**config.mk**
```make
export PLATFORM = sky130hd
export DESIGN_NAME = pipeline_chain
export DESIGN_NICKNAME = d
export VERILOG_FILES = /design/src/rtl/pipeline_pkg.sv /design/src/rtl/pipeline_skid_stage.sv /design/src/rtl/pipeline_chain.sv
export SDC_FILE = /design/constraint.sdc
export NUM_CORES = 1
export LEC_CHECK = 0
export CAP_MARGIN = 0
export CORE_UTILIZATION = 57
export DETAILED_ROUTE_END_ITERATION = 10
export GPL_TIMING_DRIVEN = 0
export PLACE_DENSITY_LB_ADDON = 0.3
export REMOVE_ABC_BUFFERS = 1
export SKIP_LAST_GASP = 1
export SLEW_MARGIN = 20
export SYNTH_ARGS = -nofsm -noshare
export SYNTH_HDL_FRONTEND = slang
export SYNTH_SLANG_ARGS = --single-unit
```
**constraint.sdc**
```tcl
create_clock -name clk -period 2.2 [get_ports clk]
set_clock_uncertainty 0.05 [all_clocks]
set_input_delay 0.44 -clock clk [delete_from_list [all_inputs] [get_ports clk]]
set_output_delay 0.44 -clock clk [all_outputs]
set_load 0.005 [all_outputs]
```
**src/rtl/pipeline_pkg.sv**
```systemverilog
// Shared constants and helpers for the cascaded skid-register pipeline.
// Latency: n/a (package only).
// Backpressure: n/a (package only).
package pipeline_pkg;

  // Legal range for the number of cascaded stages.
  localparam int DEPTH_MIN = 1;
  localparam int DEPTH_MAX = 16;

  // Bits needed to count 0..2*depth held words.
  function automatic int occ_width(input int depth);
    return $clog2(2 * depth + 1);
  endfunction

endpackage

```
**src/rtl/pipeline_skid_stage.sv**
```systemverilog
// One pipeline stage: main register plus a skid register for a stalled downstream.
// Latency: 1 cycle from input transfer to out_vld when the stage is empty.
// Backpressure: in_rdy is a flop (skid slot empty), never combinational from out_rdy.
module pipeline_skid_stage
#(
  parameter int WIDTH = 8
) (
  input  logic             clk,
  input  logic             rst,
  input  logic             flush,
  input  logic             in_vld,
  input  logic [WIDTH-1:0] in_dat,
  output logic             in_rdy,
  output logic             out_vld,
  output logic [WIDTH-1:0] out_dat,
  input  logic             out_rdy
);

  logic             main_vld;
  logic [WIDTH-1:0] main_dat;
  logic             skid_vld;
  logic [WIDTH-1:0] skid_dat;
  logic             rdy_q;
  logic             in_xfer;

  assign in_rdy  = rdy_q;
  assign out_vld = main_vld;
  assign out_dat = main_dat;
  assign in_xfer = in_vld && rdy_q;

  // Main/skid occupancy; ready tracks "skid empty" and stays low through reset.
  always_ff @(posedge clk or posedge rst) begin
    if (rst) begin
      main_vld <= 1'b0;
      main_dat <= '0;
      skid_vld <= 1'b0;
      skid_dat <= '0;
      rdy_q    <= 1'b0;
    end else if (flush) begin
      // Drops everything, including a word entering on this edge.
      main_vld <= 1'b0;
      skid_vld <= 1'b0;
      rdy_q    <= 1'b1;
    end else if (!main_vld || out_rdy) begin
      // Main slot frees up: refill from skid first (input is blocked then), else from input.
      if (skid_vld) begin
        main_vld <= 1'b1;
        main_dat <= skid_dat;
        skid_vld <= 1'b0;
      end else begin
        main_vld <= in_xfer;
        if (in_xfer) begin
          main_dat <= in_dat;
        end
      end
      rdy_q <= 1'b1;
    end else if (in_xfer) begin
      // Downstream stalled with main full: park the incoming word in the skid slot.
      skid_vld <= 1'b1;
      skid_dat <= in_dat;
      rdy_q    <= 1'b0;
    end
  end

endmodule

```
**src/rtl/pipeline_chain.sv**
```systemverilog
// DEPTH cascaded skid stages; PIPELINE_OCCUPANCY_EN adds an 'occupancy' held-word count.
// Latency: DEPTH cycles from input transfer to out_valid through an empty chain.
// Backpressure: prev_ready is stage 0's registered ready; capacity is 2*DEPTH words.
module pipeline_chain
  import pipeline_pkg::*;
#(
  parameter int WIDTH = 8,
  parameter int DEPTH = 3
) (
  input  logic             clk,
  input  logic             RST,
  input  logic [WIDTH-1:0] data_in,
  input  logic             previous,
  output logic             prev_ready,
  output logic [WIDTH-1:0] data_out,
  output logic             out_valid,
  input  logic             next,
  input  logic             flush
`ifdef PIPELINE_OCCUPANCY_EN
  ,
  output logic [occ_width(DEPTH)-1:0] occupancy
`endif
);

  if (DEPTH < DEPTH_MIN || DEPTH > DEPTH_MAX) begin : g_depth_check
    $error("pipeline_chain: DEPTH outside supported range");
  end

  // Link i feeds stage i; link DEPTH is the chain output.
  logic             vld [DEPTH+1];
  logic             rdy [DEPTH+1];
  logic [WIDTH-1:0] dat [DEPTH+1];

  assign vld[0]     = previous;
  assign dat[0]     = data_in;
  assign rdy[DEPTH] = next;
  assign prev_ready = rdy[0];
  assign out_valid  = vld[DEPTH];
  assign data_out   = dat[DEPTH];

  for (genvar i = 0; i < DEPTH; i++) begin : g_stage
    pipeline_skid_stage #(
      .WIDTH (WIDTH)
    ) u_stage (
      .clk     (clk),
      .rst     (RST),
      .flush   (flush),
      .in_vld  (vld[i]),
      .in_dat  (dat[i]),
      .in_rdy  (rdy[i]),
      .out_vld (vld[i+1]),
      .out_dat (dat[i+1]),
      .out_rdy (rdy[i+1])
    );
  end

`ifdef PIPELINE_OCCUPANCY_EN
  localparam int OW = occ_width(DEPTH);

  logic [OW-1:0] occ_q;
  logic          in_xfer;
  logic          out_xfer;

  assign in_xfer   = previous && prev_ready;
  assign out_xfer  = out_valid && next;
  assign occupancy = occ_q;

  // Held-word count; cannot exceed 2*DEPTH because ready drops when every slot is full.
  always_ff @(posedge clk or posedge RST) begin
    if (RST) begin
      occ_q <= '0;
    end else if (flush) begin
      occ_q <= '0;
    end else begin
      occ_q <= occ_q + OW'(in_xfer) - OW'(out_xfer);
    end
  end
`endif

endmodule
```
==> metrics.csv, run 1 <==
stage,metric,value,unit
clock_network,clock sinks,57,
setup_path,"Req. time, crit path",2360,ps
synth,Post-Synth Adder-Cell Area,0,
synth,mux contribution to synthesized area,0.3164,
finish,share of post-route cells with drive strength above 1,0.4596,
global_routing,vias in the first global route,1565,
routing,Routed WL per cell,16.61,µm
routing,routed via count,1372,
die,row count,24,
power_and_ir_drop,worst vdd ir,0.0005669,V
die,total die area,4768,µm²
routing,Initial DRT Pass Iterations,4,
sta,Slew HR,0.5138,
synth,syn_area_per_cell,14.81,µm²
sta,worst hold margin,449.7,ps
clock_network,Hold Buf Count CTS,0,
die,io pins,23,
clock_network,clk slew on worst S/H paths,60,ps
finish,post-route cell area,2942,µm²
setup_path,CP endpoint kind,flop,
die,die height,69.05,µm
finish,P&R area growth vs syn,14.79,%
synth,largest family of logic cells by synthesized area,multiplexers,
clock_network,post-CTS setup buffer count,0,
sta,Tmin final,2089,ps
sta,Final setup viols,0,
sta,fin crit share,0.9494,
power_and_ir_drop,Cell Pwr Density,854.0,nW/µm²
clock_network,CTS tree,yes,
synth,post-synthesis sequential area ratio,0.5566,
die,Initial Utilization,0.5926,
routing,# DRC,0,
synth,Yosys reg bits,57,
finish,# diodes,0,
setup_path,startpoint types,primary input,
synth,Cells after Synth,173,
clock_network,Longest Clk Path Bufs,2,
sta,f_max,478.8,MHz
setup_path,critical setup path kind,primary input to flop,
worst_hold_path,Hold Crit Class,primary input to asynchronous set/reset pin,
placement,Buffers on Ports,22,
sta,Final Hold Fails,0,
routing,Via-to-Cell Ratio,5.488,
clock_network,clock root buffer,clkbuf_8,
placement,DP Cell Count,236,
routing,final antenna-violating net count,0,
clock_network,Clock Latency Late Sink,330,ps
flow_run,number of max-cap violations,0,
synth,Netlist cell types,23,
sta,Worst Tran Pin Value,725.3,ps
sta,setup TNS,0,ps
global_routing,initial antenna violation count,0,
clock_network,Resize count post-CTS,0,
synth,Post-synth EDFFs,0,
setup_path,"slowest stage delay, CP",720,ps
synth,post-synthesis xor/xnor area fraction,0,
synth,Simple-Gate Fraction of Synth Area,0.06787,
synth,"Cell Area, Synth",2562,µm²
routing,initial DRC count,60,
finish,fillers,303,
setup_path,CP Cell Sequence,clkdlybuf4s50_1 -> nor3_2 -> mux2_2,
finish,post-route insts no fill,250,
power_and_ir_drop,Pleak,0.001337,µW
setup_path,CP max stage cell,nor3_2,
setup_path,Worst EP arrival,2250,ps
synth,Synth Flop Type,dfrtp_1,
clock_network,H-tree depth,3,
synth,Syn. warnings,0,
status,status,"finished, final reports clean",
sta,Pins Over Slew Limit,0,
die,chip width,69.05,µm
global_routing,total track usage,0.1978,
synth,Compound-Gate Fraction of Synth Area,0.01855,
setup_path,"critical path fanouts, max",11,
placement,global placement routability congestion,0.6809,
die,core area,4324,µm²
sta,RSZ-0062 raised after global routing,no,
global_routing,gr ovfl total,0,
placement,post-placement cell area,2779,µm²
placement,hpwl dp,2899,µm
global_routing,first-pass GRT wire length,7231,µm
routing,WL final,4152,µm
global_routing,largest net degree at the start of global routing,30,
synth,"FFs w/ async S/R, synth",1.000,
clock_network,TritonCTS Buffers,9,
finish,# nets final,208,
## state kept, by name, summed over array words and instances (netlist names)
| register | cells |
|---|---|
| g_stage.u_stage.skid_dat | 24 |
| g_stage.u_stage.out_vld | 3 |
| g_stage.u_stage.skid_vld | 3 |
| g_stage.u_stage.out_dat | 24 |
| g_stage.u_stage.in_rdy | 3 |
## cells in the mapped netlist, types with 2 or more instances
cell type  instances  area (µm²)
mux2_2            71       799.5
nor2_8             2       40.04
nor2_1             3       11.26
buf_2              2       10.01
dfrtp_1           57        1426
nand2_1            3       11.26
nor2b_1            2       12.51
inv_1              4       15.01
or3b_4             2       22.52
a21oi_1            4       20.02
nor3_4             2       32.53
a21o_1             2       15.01
buf_4              9       67.56
## stage by stage
| step | utilization | setup WS (ps) | total power [µW] |
|---|---|---|---|
| 6_report | 0.6803 | 111.2 | 2512 |
| 3_5_place_dp | 0.6427 | -180.8 | 1710 |
| 2_1_floorplan | - | 310.4 | 1493 |
| 4_1_cts | 0.6803 | 141.3 | 2537 |
| 5_1_grt | 0.6803 | 64.74 | 2633 |
| 3_3_place_gp | 0.6380 | -562.5 | 1683 |
## logic make-up (layout without fill, tap and decap cells)
family,after synthesis,in the layout
buf+inv,16,41
compound gates,8,8
mux,72,72
flops,57,57
simple gates,20,20
## placed cells by master, fill, tap and decap left out
cell type        instances
a21o_1                   2
a21oi_1                  4
and2b_1                  1
buf_12                   1
clkbuf_1                 3
clkbuf_8                11
clkdlybuf4s50_1         22
dfrtp_1                 57
inv_1                    3
inv_2                    1
mux2_1                   1
mux2_2                  71
nand2_1                  3
nand2b_1                 1
nand4b_1                 1
nor2_1                   3
nor2_8                   2
nor2b_1                  2
nor3_1                   1
nor3_2                   1
nor3_4                   2
o21ai_0                  1
o31ai_1                  1
or3_1                    1
or3b_4                   2
## final timing paths
check	from	to	slack, ps	cells past startpoint
max	flush	g_stage[0].u_stage.out_dat[0]	110	3
min	RST	g_stage[1].u_stage.out_dat[3]	450	2
max reg2reg	g_stage[0].u_stage.skid_vld	g_stage[0].u_stage.out_dat[0]	310	3
min reg2reg	g_stage[0].u_stage.skid_dat[2]	g_stage[0].u_stage.skid_dat[2]	450	1
max in group asynchronous	RST	g_stage[1].u_stage.skid_dat[7]	1090	3
min in group clk	g_stage[0].u_stage.skid_dat[2]	g_stage[0].u_stage.skid_dat[2]	450	1
## critical path, delay by kind of cell
kind	cells	cell delay, ps
simple gates	1	720
buf+inv	1	670
mux	1	410
## cell type report
class | instances | area (µm²) | area share
Sequential cell | 57 | 1426 | 0.4849
Multi-Input combinational cell | 100 | 1032 | 0.3509
Clock buffer | 14 | 162.7 | 0.05530
Timing Repair Buffer | 23 | 240.2 | 0.08167
Tap cell | 52 | 65.06 | 0.02212
Inverter | 4 | 15.01 | 0.005104
## report_power, final
| group | internal [µW] | total (µW) | switching [µW] |
|---|---|---|---|
| clock network | 459 | 827 | 369 |
| registers | 1190 | 1270 | 84.9 |
| logic | 287 | 411 | 124 |
## routing by layer
| metal | wire length, µm | share of wire | track usage | up-vias |
|---|---|---|---|---|
| met5 | 0 | 0 | 0 | - |
| met3 | 166 | 0.040 | 0.08187 | 6 |
| met4 | 59 | 0.014 | 0.06803 | 0 |
| met1 | 1787 | 0.43 | 0.2326 | 695 |
| met2 | 2138 | 0.51 | 0.3269 | 23 |
| li1 | - | - | - | 648 |
No activity file was read; power rests on OpenSTA's default activity.
==> run 2, diff against run 1 <==
- MAX_ROUTING_LAYER: unset -> met4
==> run 2 against run 1 <==
Compared with the run above:
- critical path depth is the same
- cell area is the same
- wire length grew 0.36%
- via count grew 0.51%
- die area is the same
- flip-flop and latch count is the same
- register-to-register slack is essentially flat
- cell count is the same
- total power is essentially flat
==> metrics.csv, run 2 (synthesis gave the netlist of run 1 again) <==
stage,metric,value,unit,change
power_and_ir_drop,Pleak,0.001337,µW,unchanged
routing,WL final,4167,µm,was 4152 µm
die,io pins,23,,unchanged
clock_network,clk slew on worst S/H paths,60,ps,about the same
global_routing,gr ovfl total,0,,unchanged
sta,Final Hold Fails,0,,unchanged
flow_run,number of max-cap violations,0,,unchanged
clock_network,CTS tree,yes,,unchanged
clock_network,Hold Buf Count CTS,0,,unchanged
placement,Buffers on Ports,22,,unchanged
placement,hpwl dp,2899,µm,unchanged
finish,# diodes,0,,unchanged
setup_path,"critical path fanouts, max",11,,unchanged
setup_path,critical setup path kind,primary input to flop,,unchanged
finish,FF+latch area,1426,µm²,unchanged
setup_path,Worst EP arrival,2250,ps,about the same
clock_network,H-tree depth,3,,unchanged
clock_network,Resize count post-CTS,0,,unchanged
setup_path,CP Cell Sequence,clkdlybuf4s50_1 -> nor3_2 -> mux2_2,,unchanged
sta,Final setup viols,0,,unchanged
clock_network,clock root buffer,clkbuf_8,,unchanged
clock_network,Clock Latency Late Sink,330,ps,about the same
setup_path,CP endpoint kind,flop,,unchanged
die,die height,69.05,µm,unchanged
finish,"commonest non-fill, non-tap cell in the layout",mux2_2,,unchanged
setup_path,startpoint types,primary input,,unchanged
sta,Pins Over Slew Limit,0,,unchanged
routing,Routed WL per cell,16.67,µm,was 16.61 µm
placement,post-placement cell area,2779,µm²,unchanged
setup_path,Worst setup endpoint,g_stage[0].u_stage.out_dat[0],,unchanged
status,status,"finished, final reports clean",,unchanged
die,Initial Utilization,0.5926,,unchanged
placement,worst slack at placement,-180.8,ps,unchanged
clock_network,TritonCTS Buffers,9,,unchanged
routing,initial DRC count,59,,was 60
sta,Slew HR,0.5138,,unchanged
sta,final setup slack of the worst path,112.5,ps,was 111.2 ps
setup_path,Reg-to-Reg End,g_stage[0].u_stage.out_dat[0],,unchanged
setup_path,reg2reg path depth,3,,unchanged
setup_path,Critical Path Start,flush,,unchanged
die,total die area,4768,µm²,unchanged
finish,share of post-route cells with drive strength above 1,0.4596,,unchanged
die,core area,4324,µm²,unchanged
clock_network,post-CTS setup buffer count,0,,unchanged
routing,Initial DRT Pass Iterations,4,,unchanged
finish,post-route cell area,2942,µm²,unchanged
die,chip width,69.05,µm,unchanged
finish,most frequent cells in the layout,"71 x mux2_2, 57 x dfrtp_1, 22 x clkdlybuf4s50_1, 11 x clkbuf_8, 4 x a21oi_1",,unchanged
global_routing,vias in the first global route,1564,,"was 1,565"
setup_path,CP max stage cell,nor3_2,,unchanged
global_routing,first-pass GRT wire length,7231,µm,unchanged
die,row count,24,,unchanged
finish,fillers,303,,unchanged
finish,P&R area growth vs syn,14.79,%,unchanged
routing,Via-to-Cell Ratio,5.516,,was 5.488
setup_path,"Req. time, crit path",2360,ps,about the same
global_routing,largest net degree at the start of global routing,30,,unchanged
placement,global placement routability congestion,0.6879,,was 0.6809
global_routing,total track usage,0.2036,,was 0.1978
sta,RSZ-0062 raised after global routing,no,,unchanged
sta,Worst Tran Pin Value,725.3,ps,unchanged
sta,Tmin final,2087,ps,was 2089 ps
sta,worst hold margin,449.7,ps,about the same
setup_path,"slowest stage delay, CP",720,ps,about the same
routing,final antenna-violating net count,0,,unchanged
routing,# DRC,0,,unchanged
sta,setup TNS,0,ps,unchanged
finish,# nets final,208,,unchanged
routing,routed via count,1379,,"was 1,372"
setup_path,FF-to-FF setup slack,310,ps,about the same
power_and_ir_drop,worst vdd ir,0.0005670,V,was 0.0005669 V
clock_network,Longest Clk Path Bufs,2,,unchanged
worst_hold_path,Hold Crit Class,primary input to asynchronous set/reset pin,,unchanged
clock_network,clock sinks,57,,unchanged
sta,fin crit share,0.9489,,was 0.9494
sta,f_max,479.0,MHz,was 478.8 MHz
power_and_ir_drop,Cell Pwr Density,854.7,nW/µm²,was 854.0 nW/µm²
finish,multi-input logic area,1032,µm²,unchanged
global_routing,initial antenna violation count,0,,unchanged
setup_path,reg2reg start,g_stage[0].u_stage.skid_vld,,unchanged
-- run 2: cell counts in the layout (fill, tap and decap cells not counted) --
Identical to the previous run, type by type.
-- run 2: per-layer routing --
| layer | vias to the layer above | global-route usage | part of all wire |
|---|---|---|---|
| met1 | 703 | 0.2326 | 0.43 |
| li1 | 647 | - | - |
| met2 | 23 | 0.3269 | 0.51 |
| met4 | 0 | 0.06803 | 0.014 |
| met5 | - | - | 0 |
| met3 | 6 | 0.08187 | 0.041 |
-- run 2: critical path: cells and delay by family --
family / cells / cell delay (ps)
and+or+nand+nor: 1 / 720
buffers and inverters: 1 / 670
muxes: 1 / 410
-- run 2: final cells by class --
| type | count | area share |
|---|---|---|
| Multi-Input combinational cell | 100 | 0.3509 |
| Tap cell | 52 | 0.02212 |
| Timing Repair Buffer | 23 | 0.08167 |
| Inverter | 4 | 0.005104 |
| Clock buffer | 14 | 0.05530 |
| Sequential cell | 57 | 0.4849 |
-- run 2: worst min path at each step --
stage          cells past startpoint  slack, ps                            from                              to
2_1_floorplan                      1        400  g_stage[0].u_stage.skid_dat[2]  g_stage[0].u_stage.skid_dat[2]
3_3_place_gp                       1        410  g_stage[0].u_stage.skid_dat[2]  g_stage[0].u_stage.skid_dat[2]
3_5_place_dp                       1        440  g_stage[2].u_stage.skid_dat[2]  g_stage[2].u_stage.skid_dat[2]
4_1_cts                            1        450  g_stage[2].u_stage.skid_dat[7]  g_stage[2].u_stage.skid_dat[7]
5_1_grt                            1        470  g_stage[1].u_stage.skid_dat[4]  g_stage[1].u_stage.skid_dat[4]
6_report                           2        450                             RST   g_stage[1].u_stage.out_dat[3]
-- run 2: metrics by stage --
step / power (µW) / utilization / std cells
4_1_cts: 2537 / 0.6803 / 250
6_report: 2514 / 0.6803 / 250
3_5_place_dp: 1710 / 0.6427 / 236
5_1_grt: 2633 / 0.6803 / 250
2_1_floorplan: 1493 / - / 161
3_3_place_gp: 1683 / 0.6380 / 235
-- run 2: power breakdown --
group          internal (µW)  switching, µW
clock network            459            369
registers               1190           85.7
logic                    287            124
total                   1930            580
==> run 3, diff against run 2 <==
- CAP_MARGIN: 0 -> unset
==> results of run 3 <==
Same layout as run 2: the final DEF is identical, and so are final timing and power.
